$ cat config.mk
export PLATFORM = sky130hd
export DESIGN_NAME = fir_filter_param
export DESIGN_NICKNAME = d
export VERILOG_FILES = /design/src/rtl/fir_filter_param.sv
export SDC_FILE = /design/constraint.sdc
export NUM_CORES = 2
export LEC_CHECK = 0
export BUFFER_PORTS_ARGS = -buffer_cell sky130_fd_sc_hd__buf_2
export CAP_MARGIN = 20
export CORE_MARGIN = 3
export CORE_UTILIZATION = 35
export CTS_BUF_LIST = sky130_fd_sc_hd__clkbuf_16
export CTS_CLUSTER_DIAMETER = 150
export CTS_CLUSTER_SIZE = 20
export DETAILED_ROUTE_END_ITERATION = 12
export PLACE_DENSITY = 0.51
export SYNTH_ARGS = -nofsm -noshare
export SYNTH_HDL_FRONTEND = slang
export SYNTH_SLANG_ARGS = --single-unit
$ cat constraint.sdc
create_clock -name clk -period 6.9 [get_ports clk]
set_input_delay 1.38 -clock clk [delete_from_list [all_inputs] [get_ports clk]]
set_output_delay 1.38 -clock clk [all_outputs]
set_load 0.03 [all_outputs]
$ cat src/rtl/fir_filter_param.sv
// fir_filter_param: pipelined parameterised FIR filter with run-time loadable coefficients.
// Ports:
//   clk, rst        clock, asynchronous active-low reset
//   enable, clear   global advance, synchronous flush (clear wins)
//   rIn1, dataIn1   input sample valid and signed sample
//   coef_we/addr/data  coefficient write port (writes to addr>=TAPS ignored)
//   sat_mode        0 = wrap, 1 = saturate on output
//   dataOut1, r_out, ovf  filtered sample, valid pulse, sticky overflow
module fir_filter_param #(
  parameter int N      = 16,
  parameter int TAPS   = 4,
  parameter int COEF_W = 16,
  parameter int AW     = $clog2(TAPS)
) (
  input  logic                     clk,
  input  logic                     rst,
  input  logic                     enable,
  input  logic                     clear,
  input  logic                     rIn1,
  input  logic signed [N-1:0]      dataIn1,
  input  logic                     coef_we,
  input  logic [AW-1:0]            coef_addr,
  input  logic signed [COEF_W-1:0] coef_data,
  input  logic                     sat_mode,
  output logic [N-1:0]             dataOut1,
  output logic                     r_out,
  output logic                     ovf
);
  localparam int PW = N + COEF_W;
  localparam int SW = PW + $clog2(TAPS);
  logic signed [N-1:0]      x_q    [TAPS-1];
  logic signed [COEF_W-1:0] coef_q [TAPS];
  logic signed [PW-1:0]     p_d    [TAPS];
  logic signed [PW-1:0]     p_q    [TAPS];
  logic signed [SW-1:0]     sum_d, acc_q;
  logic                     v1_q, v2_q, in_range;
  logic [N-1:0]             y_d;
  // Products are formed at the accepting edge so the sample sees the
  // coefficients that existed before that edge; later writes cannot touch it.
  always_comb begin
    p_d[0] = PW'(coef_q[0]) * PW'(dataIn1);
    for (int k = 1; k < TAPS; k++) p_d[k] = PW'(coef_q[k]) * PW'(x_q[k-1]);
    sum_d = '0;
    for (int k = 0; k < TAPS; k++) sum_d = sum_d + SW'(p_q[k]);
    // In range iff every bit above the N-bit sign position equals the sign.
    in_range = (&acc_q[SW-1:N-1]) | ~(|acc_q[SW-1:N-1]);
    y_d = (sat_mode && !in_range)
        ? (acc_q[SW-1] ? {1'b1, {(N-1){1'b0}}} : {1'b0, {(N-1){1'b1}}})
        : acc_q[N-1:0];
  end
  always_ff @(posedge clk or negedge rst) begin
    if (!rst) begin
      x_q      <= '{default: '0};
      p_q      <= '{default: '0};
      acc_q    <= '0;
      v1_q     <= 1'b0;
      v2_q     <= 1'b0;
      r_out    <= 1'b0;
      dataOut1 <= '0;
      ovf      <= 1'b0;
    end else if (clear) begin
      x_q   <= '{default: '0};
      p_q   <= '{default: '0};
      acc_q <= '0;
      v1_q  <= 1'b0;
      v2_q  <= 1'b0;
      r_out <= 1'b0;
      ovf   <= 1'b0;
    end else if (enable) begin
      if (rIn1) begin
        x_q[0] <= dataIn1;
        for (int k = 1; k < TAPS - 1; k++) x_q[k] <= x_q[k-1];
      end
      p_q   <= p_d;
      v1_q  <= rIn1;
      acc_q <= sum_d;
      v2_q  <= v1_q;
      r_out <= v2_q;
      if (v2_q) begin
        dataOut1 <= y_d;
        ovf      <= ovf | ~in_range;
      end
    end
  end
  // Coefficient storage ignores enable and clear; only reset restores defaults.
  always_ff @(posedge clk or negedge rst) begin
    if (!rst) begin
      for (int k = 0; k < TAPS; k++) coef_q[k] <= COEF_W'(TAPS - k);
    end else if (coef_we) begin
      for (int k = 0; k < TAPS; k++)
        if (coef_addr == AW'(k)) coef_q[k] <= coef_data;
    end
  end
endmodule

==> flow_metrics.env <==
export IMPL_holdCritPathClass="flop to flop"
export IMPL_detailroute_wirelength_met2_um=73900
export IMPL_p_seq_share_pct=8.8
export IMPL_clockBufferDepth=3
export IMPL_drc_errors=0
export IMPL_slew_limit_headroom_pct=25.1
export IMPL_synthesis_yosys_warnings=0
export IMPL_outcome="complete, no violations"
export IMPL_synth_most_common_cell="inv_1"
export IMPL_dp_hpwl_um=127000
export IMPL_synth_top_cells_by_count="inv_1, fa_1, nand2_1"
export IMPL_boundaryPins=59
export IMPL_grt_usage_pct=19.9
export IMPL_clk_insertion_delay_late_ps=590
export IMPL_max_cap_violations=0
export IMPL_achievable_frequency_ghz=0.151
export IMPL_worst_path_most_repeated_cell="fa_1"
export IMPL_layout_area_overhead_vs_synth_pct=8.95
export IMPL_globalRouteOverflowTotal=0
export IMPL_number_of_buffers_added_by_the_clock_tree_synthesis_step=19
export IMPL_first_global_vias=40800
export IMPL_dr_max_layer_used="met5"
export IMPL_cts_tree="done"
export IMPL_clock_sink_count=294
export IMPL_critical_path_max_fanout=14
export IMPL_synthesis_area_um2=53000
export IMPL_num_rows=142
export IMPL_dpl_cell_count=7618
export IMPL_final_layout_size_suffix_gt1_share_pct=8.38
export IMPL_wire_length_on_met1_um=67700
export IMPL_die_width_um=395
export IMPL_vdd_ir_drop_worst_mv=1.11
export IMPL_synth_cells=5499
export IMPL_dr_first_iter_drc_count=1831
export IMPL_synth_main_ff_cell="dfrtp_1"
export IMPL_core_area_um2=150000
export IMPL_cell_area_placed_um2=57100
export IMPL_worst_pin_slew_ps=1120
export IMPL_final_setup_tns_ps=0
export IMPL_rsz0062_at_grt="false"
export IMPL_nets_in_the_synthesized_netlist=7014
export IMPL_yosys_area_top_type="fa_1"
export IMPL_syn_mean_instance_area_um2=9.64
export IMPL_async_reset_ff_share_pct=100
export IMPL_report_final_hold_viol_count=0
export IMPL_initial_core_util_pct=35.3
export IMPL_maximum_number_of_pins_on_one_net_before_global_route_repair=120
export IMPL_area_of_all_placed_cells_without_fillers_um2=57700
export IMPL_cell_internal_pwr_uw=15000
export IMPL_grt_antenna_before_repair=10
export IMPL_grt_first_pass_wirelength_um=243000
export IMPL_dieArea_um2=156000
export IMPL_power_switching_uw=15200
export IMPL_clockRootBuffer="clkbuf_16"
export IMPL_final_nets=7138
export IMPL_seq_area_frac_synth_pct=13.9
export IMPL_synth_area_leaders="fa_1, dfrtp_1, ha_1, inv_1, and2_1"
export IMPL_finalClockSkew_ps=66.1
export IMPL_worst_path_largest_cell_delay_ps=760
export IMPL_leakage_uw=0.0302
export IMPL_fin_crit_ps=6610
export IMPL_worst_endpoint_required_ps=7410
export IMPL_wl_met3_um=5810
export IMPL_yosys_cell_types_count=75
export IMPL_synthDominantCellAreaShare_pct=42.0
export IMPL_slew_violations=0
export IMPL_endpoint_kind="flop"
export IMPL_wl_um=151000
export IMPL_sw_frac_of_total_pct=50.4
export IMPL_power_uw=30200
export IMPL_htree_num_levels=1
export IMPL_arrival_ps=7120
export IMPL_vias=37200
export IMPL_gp_congestion=0.853
export IMPL_detail_route_antenna_nets=0
export IMPL_finish_cell_count_without_fillers=7653
export IMPL_timing_worst_setup_path_type="flop to flop"
export IMPL_total_of_buffers_placed_on_input_and_output_ports=58
export IMPL_y_dimension_of_the_die_um=395
export IMPL_final_min_period_over_clock_period_pct=95.8
export IMPL_share_clk_of_total_power_pct=4.0
export IMPL_yosys_register_bits=294
export IMPL_average_wire_length_per_cell_after_detail_routing_um=19.7
export IMPL_route_detailed_vias_per_inst=4.86
export IMPL_power_density_cell_area_nw_per_um2=524
export IMPL_crit_path_start_kind="flop"
export IMPL_crit_path_top_delay_cell="dfrtp_1"
export IMPL_clk_pin_slew_worst_paths_ps=90
export IMPL_synth_edf_count=0
export IMPL_firstDrtPassIters=5
export IMPL_share_comb_of_total_power_pct=87.2
export IMPL_crit_chain="buf_4 -> nand2_1 -> fa_1 -> inv_1 -> fa_1 -> fa_1 -> fa_1 -> fa_1 -> inv_1 -> fa_1 -> inv_1 -> ha_1 -> a21oi_1 -> o21ai_0 -> a221oi_1 -> o31a_1 -> o21ai_0 -> nor2_1 -> a31oi_1 -> or4b_2 -> nand3_1"
export IMPL_final_setup_viol_count=0
-- path summary, 6_finish.rpt --
| kind | from | endpoint | slack [ps] | cells past startpoint |
|---|---|---|---|---|
| worst max-delay path | x_q[43] | p_q[94] | 290 | 21 |
| worst min-delay path | dataOut1[13] | dataOut1[13] | 500 | 2 |
| worst max register to register | x_q[43] | p_q[94] | 290 | 21 |
| worst min register to register | dataOut1[13] | dataOut1[13] | 500 | 2 |
| max in group asynchronous | rst | coef_q[22] | 5000 | 2 |
| min in group asynchronous | rst | acc_q[3] | 780 | 1 |
-- logic make-up after synthesis --
logic type      synth area share [%]
buf+inv                         9.80
fa+ha+maj                       50.6
flops                           13.9
xor+xnor                        2.45
simple gates                    13.8
compound gates                  6.98
mux                             2.50
-- state kept, by name (all words and copies together) (netlist names) --
name,count
acc_q,34
coef_q,64
dataOut1,16
ovf,1
p_q,128
r_out,1
v1_q,1
v2_q,1
x_q,48
-- power groups by stage --
stage               sequential [uW]  combinational [uW]  clock, uW
finish                         2670               26400       1210
global placement               2700               26300          0
CTS                            2670               26600       1260
detailed placement             2710               26400          0
global route                   2710               30100       1310
floorplan                      2420               17900          0
-- stage by stage --
stage | hold WS [ps] | setup slack [ps] | utilization (%)
finish | 495 | 292 | 38.5
global route | 518 | 3.54 | 38.5
CTS | 498 | 99.5 | 38.4
detailed placement | 477 | -391 | 38.1
global placement | 465 | -318 | 38.0
floorplan | 450 | -74.8 | -
-- critical path: cells and delay by family, from the launching register on --
| kind | cells | cell delay, ps |
|---|---|---|
| AOI/OAI and AO/OA | 6 | 1130 |
| adders and majority gates | 7 | 3200 |
| buffers and inverters | 4 | 420 |
| DFF | 1 | 760 |
| and+or+nand+nor | 4 | 1010 |
-- timing repair --
action                     4_1_cts  5_1_grt
resized for setup                0       28
buffers inserted                 0        0
hold buffers                     0        0
setup endpoints to repair        0       24
-- final cells by class --
type	instances	area, um2
Inverter	1168	4380
Antenna cell	7	17.5
Fill cell	15200	92400
Sequential cell	294	7380
Multi-Input combinational cell	3821	40600
Timing Repair Buffer	319	2330
Tap cell	2016	2520
Clock inverter	9	55.1
Clock buffer	19	475
-- per-layer routing --
layer,track usage (%),vias to the layer above
li1,-,16900
met1,27.5,19500
met2,34.2,662
met3,2.00,148
met4,3.89,2
met5,0,-
-- placed cells by master (no fill, tap or decap), drive strengths merged, types with 74 or more instances in the layout --
master | netlist | layout
inv | 1167 | 1176
fa | 1113 | 1113
nand2 | 622 | 622
and2 | 498 | 498
ha | 361 | 361
buf | 14 | 317
dfrtp | 289 | 289
nor2 | 202 | 202
o21ai | 151 | 151
a21oi | 148 | 148
xnor2 | 96 | 96
a21o | 74 | 74
(Power assumes the default switching activity.)
